==> src/rtl/cic_pkg.sv <==
// Shared constants and elaboration-time helpers for the CIC decimator.
// Provides register sizing and parameter range validation.
package cic_pkg;

    localparam int N_MIN     = 1;
    localparam int N_MAX     = 5;
    localparam int R_MIN     = 2;
    localparam int R_MAX     = 256;
    localparam int OUT_W_MIN = 8;
    localparam int OUT_W_MAX = 32;

    function automatic int clog2(input int value);
        int res;
        res = 0;
        for (int v = value - 1; v > 0; v = v >>> 1) begin
            res = res + 1;
        end
        return res;
    endfunction

    // Bit growth of an N-stage, ratio-R CIC plus sign and one guard bit.
    function automatic int acc_w(input int n, input int r);
        return n * clog2(r) + 2;
    endfunction

    function automatic bit params_ok(input int n, input int r, input int out_w);
        return (n >= N_MIN) && (n <= N_MAX) &&
               (r >= R_MIN) && (r <= R_MAX) &&
               (out_w >= OUT_W_MIN) && (out_w <= OUT_W_MAX);
    endfunction

endpackage

==> src/rtl/cic_comb_stage.sv <==
// One CIC comb stage: y = x - x_delayed, advanced only on an enable pulse.
// Registered result and a valid flag that follows the enable by one cycle.
module cic_comb_stage
    import cic_pkg::*;
#(
    parameter int W = 8
) (
    input  logic                clk,
    input  logic                reset_n,
    input  logic                i_en,
    input  logic signed [W-1:0] i_data,
    output logic signed [W-1:0] o_data,
    output logic                o_valid
);

    logic signed [W-1:0] r_data;
    logic signed [W-1:0] r_delay;
    logic                r_valid;

    always_ff @(posedge clk) begin
        if (!reset_n) begin
            r_data  <= '0;
            r_delay <= '0;
            r_valid <= 1'b0;
        end else begin
            r_valid <= i_en;
            if (i_en) begin
                r_data  <= i_data - r_delay;
                r_delay <= i_data;
            end
        end
    end

    assign o_data  = r_data;
    assign o_valid = r_valid;

endmodule

==> src/rtl/cic_decimator.sv <==
// N-stage CIC decimator: 1-bit PDM in, signed PCM out every R valid inputs.
// Integrators run on in_valid; a phase counter picks the decimation strobe.
module cic_decimator
    import cic_pkg::*;
#(
    parameter int N     = 2,
    parameter int R     = 32,
    parameter int OUT_W = 16
) (
    input  logic                    clk,
    input  logic                    reset_n,
    input  logic                    in_valid,
    input  logic                    pdm,
    output logic signed [OUT_W-1:0] out_data,
    output logic                    out_valid
);

    localparam int ACC_W = acc_w(N, R);
    localparam int PH_W  = clog2(R);

    if (!params_ok(N, R, OUT_W)) begin : g_bad_params
        $error("cic_decimator: N, R or OUT_W out of supported range");
    end

    logic signed [ACC_W-1:0] w_x;
    logic signed [ACC_W-1:0] w_integ_next;
    logic                    w_strobe;
    logic [PH_W-1:0]         r_ph;
    logic signed [ACC_W-1:0] r_comb_in;
    logic                    r_v0;
    logic signed [ACC_W-1:0] w_stage_data [N+1];
    logic [N:0]              w_stage_valid;
    logic signed [OUT_W-1:0] w_scaled;
    logic signed [OUT_W-1:0] r_out_data;
    logic                    r_out_valid;

    assign w_x = pdm ? ACC_W'(1) : {ACC_W{1'b1}};

    for (genvar k = 0; k < N; k++) begin : g_integ
        logic signed [ACC_W-1:0] r_acc;
        logic signed [ACC_W-1:0] w_in;

        if (k == 0) begin : g_first
            assign w_in = w_x;
        end else begin : g_next
            assign w_in = g_integ[k-1].r_acc;
        end

        // NOTE: non-blocking updates hand every stage the pre-edge value of its predecessor, which is the cascade recurrence.
        always_ff @(posedge clk) begin
            if (!reset_n) begin
                r_acc <= '0;
            end else if (in_valid) begin
                r_acc <= r_acc + w_in;
            end
        end
    end

    // Value the last integrator takes at this edge, so the strobe frame is complete.
    assign w_integ_next = g_integ[N-1].r_acc + g_integ[N-1].w_in;
    assign w_strobe     = in_valid && (r_ph == PH_W'(R - 1));

    always_ff @(posedge clk) begin
        if (!reset_n) begin
            r_ph      <= '0;
            r_comb_in <= '0;
            r_v0      <= 1'b0;
        end else begin
            r_v0 <= w_strobe;
            if (in_valid) begin
                r_ph <= w_strobe ? '0 : r_ph + PH_W'(1);
            end
            if (w_strobe) begin
                r_comb_in <= w_integ_next;
            end
        end
    end

    assign w_stage_data[0]  = r_comb_in;
    assign w_stage_valid[0] = r_v0;

    for (genvar k = 0; k < N; k++) begin : g_comb
        cic_comb_stage #(
            .W (ACC_W)
        ) u_stage (
            .clk     (clk),
            .reset_n (reset_n),
            .i_en    (w_stage_valid[k]),
            .i_data  (w_stage_data[k]),
            .o_data  (w_stage_data[k+1]),
            .o_valid (w_stage_valid[k+1])
        );
    end

    if (OUT_W <= ACC_W) begin : g_shift_right
        assign w_scaled = OUT_W'(w_stage_data[N] >>> (ACC_W - OUT_W));
    end else begin : g_shift_left
        assign w_scaled = {w_stage_data[N], {(OUT_W - ACC_W){1'b0}}};
    end

    always_ff @(posedge clk) begin
        if (!reset_n) begin
            r_out_data  <= '0;
            r_out_valid <= 1'b0;
        end else begin
            r_out_valid <= w_stage_valid[N];
            if (w_stage_valid[N]) begin
                r_out_data <= w_scaled;
            end
        end
    end

    assign out_data  = r_out_data;
    assign out_valid = r_out_valid;

endmodule
==> config.mk <==
export PLATFORM = sky130hd
export DESIGN_NAME = cic_decimator
export DESIGN_NICKNAME = d
export VERILOG_FILES = /design/src/rtl/cic_pkg.sv /design/src/rtl/cic_comb_stage.sv /design/src/rtl/cic_decimator.sv
export SDC_FILE = /design/constraint.sdc
export NUM_CORES = 1
export LEC_CHECK = 0
export ABC_AREA = 1
export ABC_CLOCK_PERIOD_IN_PS = 2150
export CORE_ASPECT_RATIO = 0.75
export CORE_MARGIN = 10
export CORE_UTILIZATION = 35
export CTS_CLUSTER_SIZE = 14
export DETAILED_ROUTE_END_ITERATION = 8
export PLACE_DENSITY = 0.58
export SYNTH_ARGS = -nofsm -noshare
export SYNTH_HDL_FRONTEND = slang
export SYNTH_HIERARCHICAL = 1
export SYNTH_SLANG_ARGS = --single-unit
==> constraint.sdc <==
create_clock -name clk -period 2.15 [get_ports clk]
set_input_delay 0.3225 -clock clk [delete_from_list [all_inputs] [get_ports clk]]
set_output_delay 0.3225 -clock clk [all_outputs]
set_load 0.03 [all_outputs]
==> results.txt <==
* Outcome: complete, no violations
- The repair_antennas step left the layout with diodes totalling 0.
- Sort of element at the start of the critical path: input pin
* Number of buffers created by CTS: 9
- Final antenna-violating net count: 0
* Yosys warning total: 6
- Number of hold violations in the final report: 0
- Main combinational cell family by area after synthesis: simple AND/OR/NAND/NOR gates
- In this run the worst path has a maximum fanout of 11.
* TritonCTS clock tree: built
- In the synthesized netlist, the number of instances is 984.
- The max-slew violation total from the final report came to 0.
* Cell type with the highest aggregate area in the netlist: dfxtp_1
- The worst pin sits at a relative slew slack of 0.587.
- Setup repair after global routing left no endpoint under its margin.
- The first global-routing pass estimated roughly 25 mm of wire.
- The H-tree was split into 3 levels.
- CP Data Required Time: ~2.4 ns
- Worst skew pair latency: approximately 0.37 ns
* Number of vias per cell after detailed routing: 4.50
* Number of register bits inferred by synthesis: roughly 110
* Post-synth design cell area: roughly 6400 sq um
* Multiplexer area fraction after synthesis: 0
- In the final layout, the share of cells above drive strength 1 is 0.0604.
- GRT Util Overall: 0.124
* Library cell used as clock root buffer: clkbuf_16
* Number of global-route vias before repair: 4,965
* Share of synthesized cell area in and, or, nand and nor gates: 0.315
- Antenna violations before repair: 0
- The detailed router finished its first iteration with 543 violations.
- Residual DRC: 0
- Total detailed-routing wirelength: 14.5 mm
* CTS clk-pin slew, worst paths: around 0.08 ns
- VDD sags by at most approximately 360 uV.
- At the end of routability-driven placement, the weighted congestion stood at between 0.8 and 0.9.
- In the final routed layout, each cell accounts on average for 11.6 um.
- Cell Area, Placed: between 6000 and 7000 sq um
* Total number of nets in the final design: 1,058
* Initial Util: 0.360
- Maximum clock frequency: approximately 520 MHz
- Layout overhead on the synthesized area: 12.0%
* Pleak: 3.79 nW
- Arrival time reported for the critical path endpoint: between 2 and 2.5 ns
- Post_cts resized: 0
- Maximum number of pins on one net before global-route repair: 39
- Of the total synthesized cell area, the portion taken by XOR and XNOR cells is 0.0273.
- Proportion of netlist area held by the largest area contributor: 0.327
* Placeable core region: around 18,000 sq um
* Critical path capture point type: flop
- Final critical-path required period: 1.91 ns
- Mean post-synth cell area: 6.52 sq um
* Top Ports: 21
- In this run the vertical extent of the chip is 137 um.
* Number of sinks on the clock net: about 110
* Period utilisation layout: 0.889
* Biggest area contributors in the synthesized netlist: dfxtp_1 33%, nand2_1 14%, inv_1 9.6%
- Vias after detailed routing: 5,633
- Final cell count without fillers: about 1,300
- Post-synthesis compound-gate area fraction: 0.103
- Post-CTS Setup Repair Bufs: 0
- In this run, placement finished with an instance count of between 1,000 and 1,500.
- At the pin with the least slew margin, the transition time is between 0.6 and 0.7 ns.
* Clock skew after layout: roughly 0.016 ns
- Summed over all failing endpoints, the final setup total negative slack is 0 ns.
- Number of buffers inserted for hold repair after clock tree synthesis: 0
* Clock buffer depth: 2
* Post-route cell area: roughly 7000 sq um
- The critical path in this run is classified as in -> reg.
- Maxcap violations: 0
* Hold Path Class: in -> reg
* Count of TritonRoute iterations in the first routing pass: 5
* Synth Area in Adders: 0.100
* Sequential-to-total area share from yosys stat: 0.327
- Die width: ~180 um
- Die area: roughly 24,000 sq um
- Placement Rows: 42
- Number of setup violations in the final report: 0
- Detailed placement finished with a half-perimeter wire length of 11.0 mm.
- Global route overflow: 0
- Number of library cell types mapped by synthesis: 32
- Port buffering added 16 buffers.
- Power per Cell Area: around 620 nW/um^2
==> synthesized netlist by cell type (all sizes together) <==
library cell,n
o211ai,1
buf,22
dfxtp,105
clkbuf,8
or2,1
a22o,5
nor3,3
fa,4
nand2,240
and2,2
clkinv,2
a21o,5
ha,45
xor2,9
inv,169
nand4,15
nand3,72
xnor2,11
o21ai,63
conb,1
nand3b,1
nor2,150
a21oi,50
==> worst max-delay path, stage by stage <==
cell and delay, ns:
clkdlybuf4s50_1 0.47, inv_1 0.21, fa_1 0.50, nand2_1 0.07, nand3_1 0.13, nand3_1 0.11, nand2_1 0.08, nand2_1 0.07
nand2_1 0.04, o21ai_1 0.11, inv_1 0.04
==> placed cells by master (no fill, tap or decap), types with 2 or more instances in the layout <==
master / n
a21o_1: 5
a21oi_1: 48
a21oi_2: 2
a22o_1: 5
and2_1: 2
buf_4: 20
clkbuf_16: 9
clkdlybuf4s50_1: 15
clkinv_1: 2
conb_1: 4
dfxtp_1: 105
fa_1: 4
ha_1: 45
inv_1: 165
inv_2: 4
inv_8: 2
nand2_1: 234
nand2_2: 6
nand3_1: 66
nand3_2: 6
nand4_1: 15
nor2_1: 146
nor2_2: 3
nor3_1: 3
o21ai_0: 58
o21ai_1: 5
xnor2_1: 11
xor2_1: 9
==> where the power goes <==
part	internal, W	switching [W]	total, W
logic	0.000280	0.000443	0.000723
registers	0.00200	0.0000508	0.00205
clock network	0.000835	0.000849	0.00168
==> registers in the layout, indices dropped and copies added (netlist names) <==
| register | cells |
|---|---|
| r_comb_in | 12 |
| r_ph | 5 |
| g_integ.r_acc | 24 |
| out_valid | 1 |
| g_comb.u_stage/o_data | 24 |
| g_comb.u_stage/o_valid | 2 |
| out_data | 12 |
| g_comb.u_stage/r_delay | 24 |
| r_v0 | 1 |
==> cell type report <==
cell class / instances / area [sq um]
clock buffer: 9 / 225
sequential: 105 / 2100
fill: 1914 / 10600
inverter: 171 / 642
timing repair buffer: 37 / 325
multi-input combinational: 681 / 3510
tap: 242 / 303
clock inverter: 7 / 80.1
==> path summary, 6_finish.rpt <==
kind | start | endpoint | slack [ns] | cells after the start
max reg2reg | r_comb_in[0]$_SDFFE_PN0N_ | g_comb[0].u_stage/o_data[8]$_SDFFE_PN0P_ | 0.27 | 11
max | pdm | g_integ[0].r_acc[8]$_SDFFE_PN0P_ | 0.24 | 11
min reg2reg | g_comb[1].u_stage/r_delay[4]$_SDFFE_PN0P_ | g_comb[1].u_stage/r_delay[4]$_SDFFE_PN0P_ | 0.46 | 2
min | reset_n | g_comb[0].u_stage/r_delay[2]$_SDFFE_PN0P_ | 0.38 | 3
==> layer usage <==
metal	vias up	global-route usage	share of wire
li1	3115	-	-
met1	2392	0.199	0.58
met2	113	0.155	0.35
met3	13	0.0249	0.058
met4	0	0.0391	0.013
met5	-	0	0
==> through the flow <==
stage / total power (W) / util / hold WS [ns] / setup WS [ns]
3_3_place_gp: 0.00281 / 0.387 / 0.449 / -0.0953
6_report: 0.00445 / 0.404 / 0.379 / 0.238
5_1_grt: 0.00471 / 0.404 / 0.380 / 0.0828
4_1_cts: 0.00452 / 0.404 / 0.377 / 0.267
2_1_floorplan: 0.00262 / - / 0.437 / 0.485
3_5_place_dp: 0.00281 / 0.387 / 0.453 / -0.119
==> cells by family (layout without fill, tap and decap cells) <==
kind of cell / count (synthesis) / count (layout)
fa+ha+maj: 49 / 49
flops: 105 / 105
compound gates: 124 / 124
buf+inv: 201 / 224
simple gates: 484 / 484
xor+xnor: 20 / 20
other cells: 1 / 4
Note: power is estimated with default switching activity, not from simulation.
==> patch, RTL diff (config.mk and constraints unchanged) <==
Set the parameter `OUT_W` to 32 (it was 16).
--- a/src/rtl/cic_decimator.sv
+++ b/src/rtl/cic_decimator.sv
@@ -6,5 +6,5 @@
     parameter int N     = 2,
     parameter int R     = 32,
-    parameter int OUT_W = 16
+    parameter int OUT_W = 32
 ) (
     input  logic                    clk,
Interface: changed (resized out_data); port bits go from 21 to 37. The function was not compared with the original's and may differ.
==> patch against the original RTL <==
Synthesized area grew 1.9%; clock skew shrank 2.1 ps; routed wire length increased by 1.4%; worst setup slack got worse by 33 ps; design area grew 1.1%; sequential cell count is the same; power increased by 1.3%; critical endpoint is now g_integ[0].r_acc[11]$_SDFFE_PN0P_; largest cell class unchanged.
==> patch: results <==
[sta]
fin_skew_ps = 13.9
tightestPinTransition_ps = 646
fin_hold_ws_ps = 461

[synth]
netlist_instances = 1000
yosys-top-cells-area = "dfxtp_1, nand2_1, inv_1, ha_1, nor2_1"
synth_xor_area_share_pct = 2.68
synthAdderAreaFrac_pct = 9.83
ys_seq_area_share_pct = 32.1

[cells_and_area]
layout.nonclk_buf_share_pct = 4.65
utilization_pct = 39.5
fin_nets = 1075
clkCellAreaFrac_pct = 4.20
drive_above_1_share_pct = 5.94
buffers = 38
nMultiInputCombCells = 697
multi_input_area_um2 = 3570
num-fill-cells = 1966

[place]
place_congestion = 0.857
post-place-ws_ps = -137
dpl_cell_area_um2 = 6970

[power]
power_density_nw_per_um2 = 621
internal-power_mw = 3.11

[min_path]
hold_depth = 2
worstHoldPathType = "register to register"
hp-start = "g_comb[1].u_stage/r_delay[6]$_SDFFE_PN0P_"
hold_end = "g_comb[1].u_stage/r_delay[6]$_SDFFE_PN0P_"

[setup_path]
slowest_stage = "clkdlybuf4s50_1"
max_stage_delay_ps = 410
crit_arrival_ps = 2210
regToRegSetupSlack_ps = 250

[global_route]
grt_max_degree = 35
grtUsageTotal_pct = 12.2

[status]
status = "complete, no violations"

[detailed_routing]
vias = 5810
drt_iter0_markers = 413
[patch: worst max path at each step]
stage	from	slack, ps	cells past startpoint	end
4_1_cts	pdm	240	11	g_integ[0].r_acc[7]$_SDFFE_PN0P_
3_3_place_gp	pdm	-100	11	g_integ[0].r_acc[7]$_SDFFE_PN0P_
3_5_place_dp	pdm	-140	11	g_integ[0].r_acc[7]$_SDFFE_PN0P_
5_1_grt	pdm	50	11	g_integ[0].r_acc[9]$_SDFFE_PN0P_
6_report	pdm	200	11	g_integ[0].r_acc[11]$_SDFFE_PN0P_
2_1_floorplan	g_integ[0].r_acc[0]$_SDFFE_PN0P_	480	9	r_comb_in[6]$_SDFFE_PN0N_
[patch: metal layers]
layer / vias up / global-route usage (%) / part of all wire (%)
met2: 96 / 15.4 / 35
li1: 3135 / - / -
met1: 2565 / 19.4 / 59
met5: - / 0 / 0
met4: 0 / 3.15 / 1.0
met3: 14 / 2.72 / 4.8
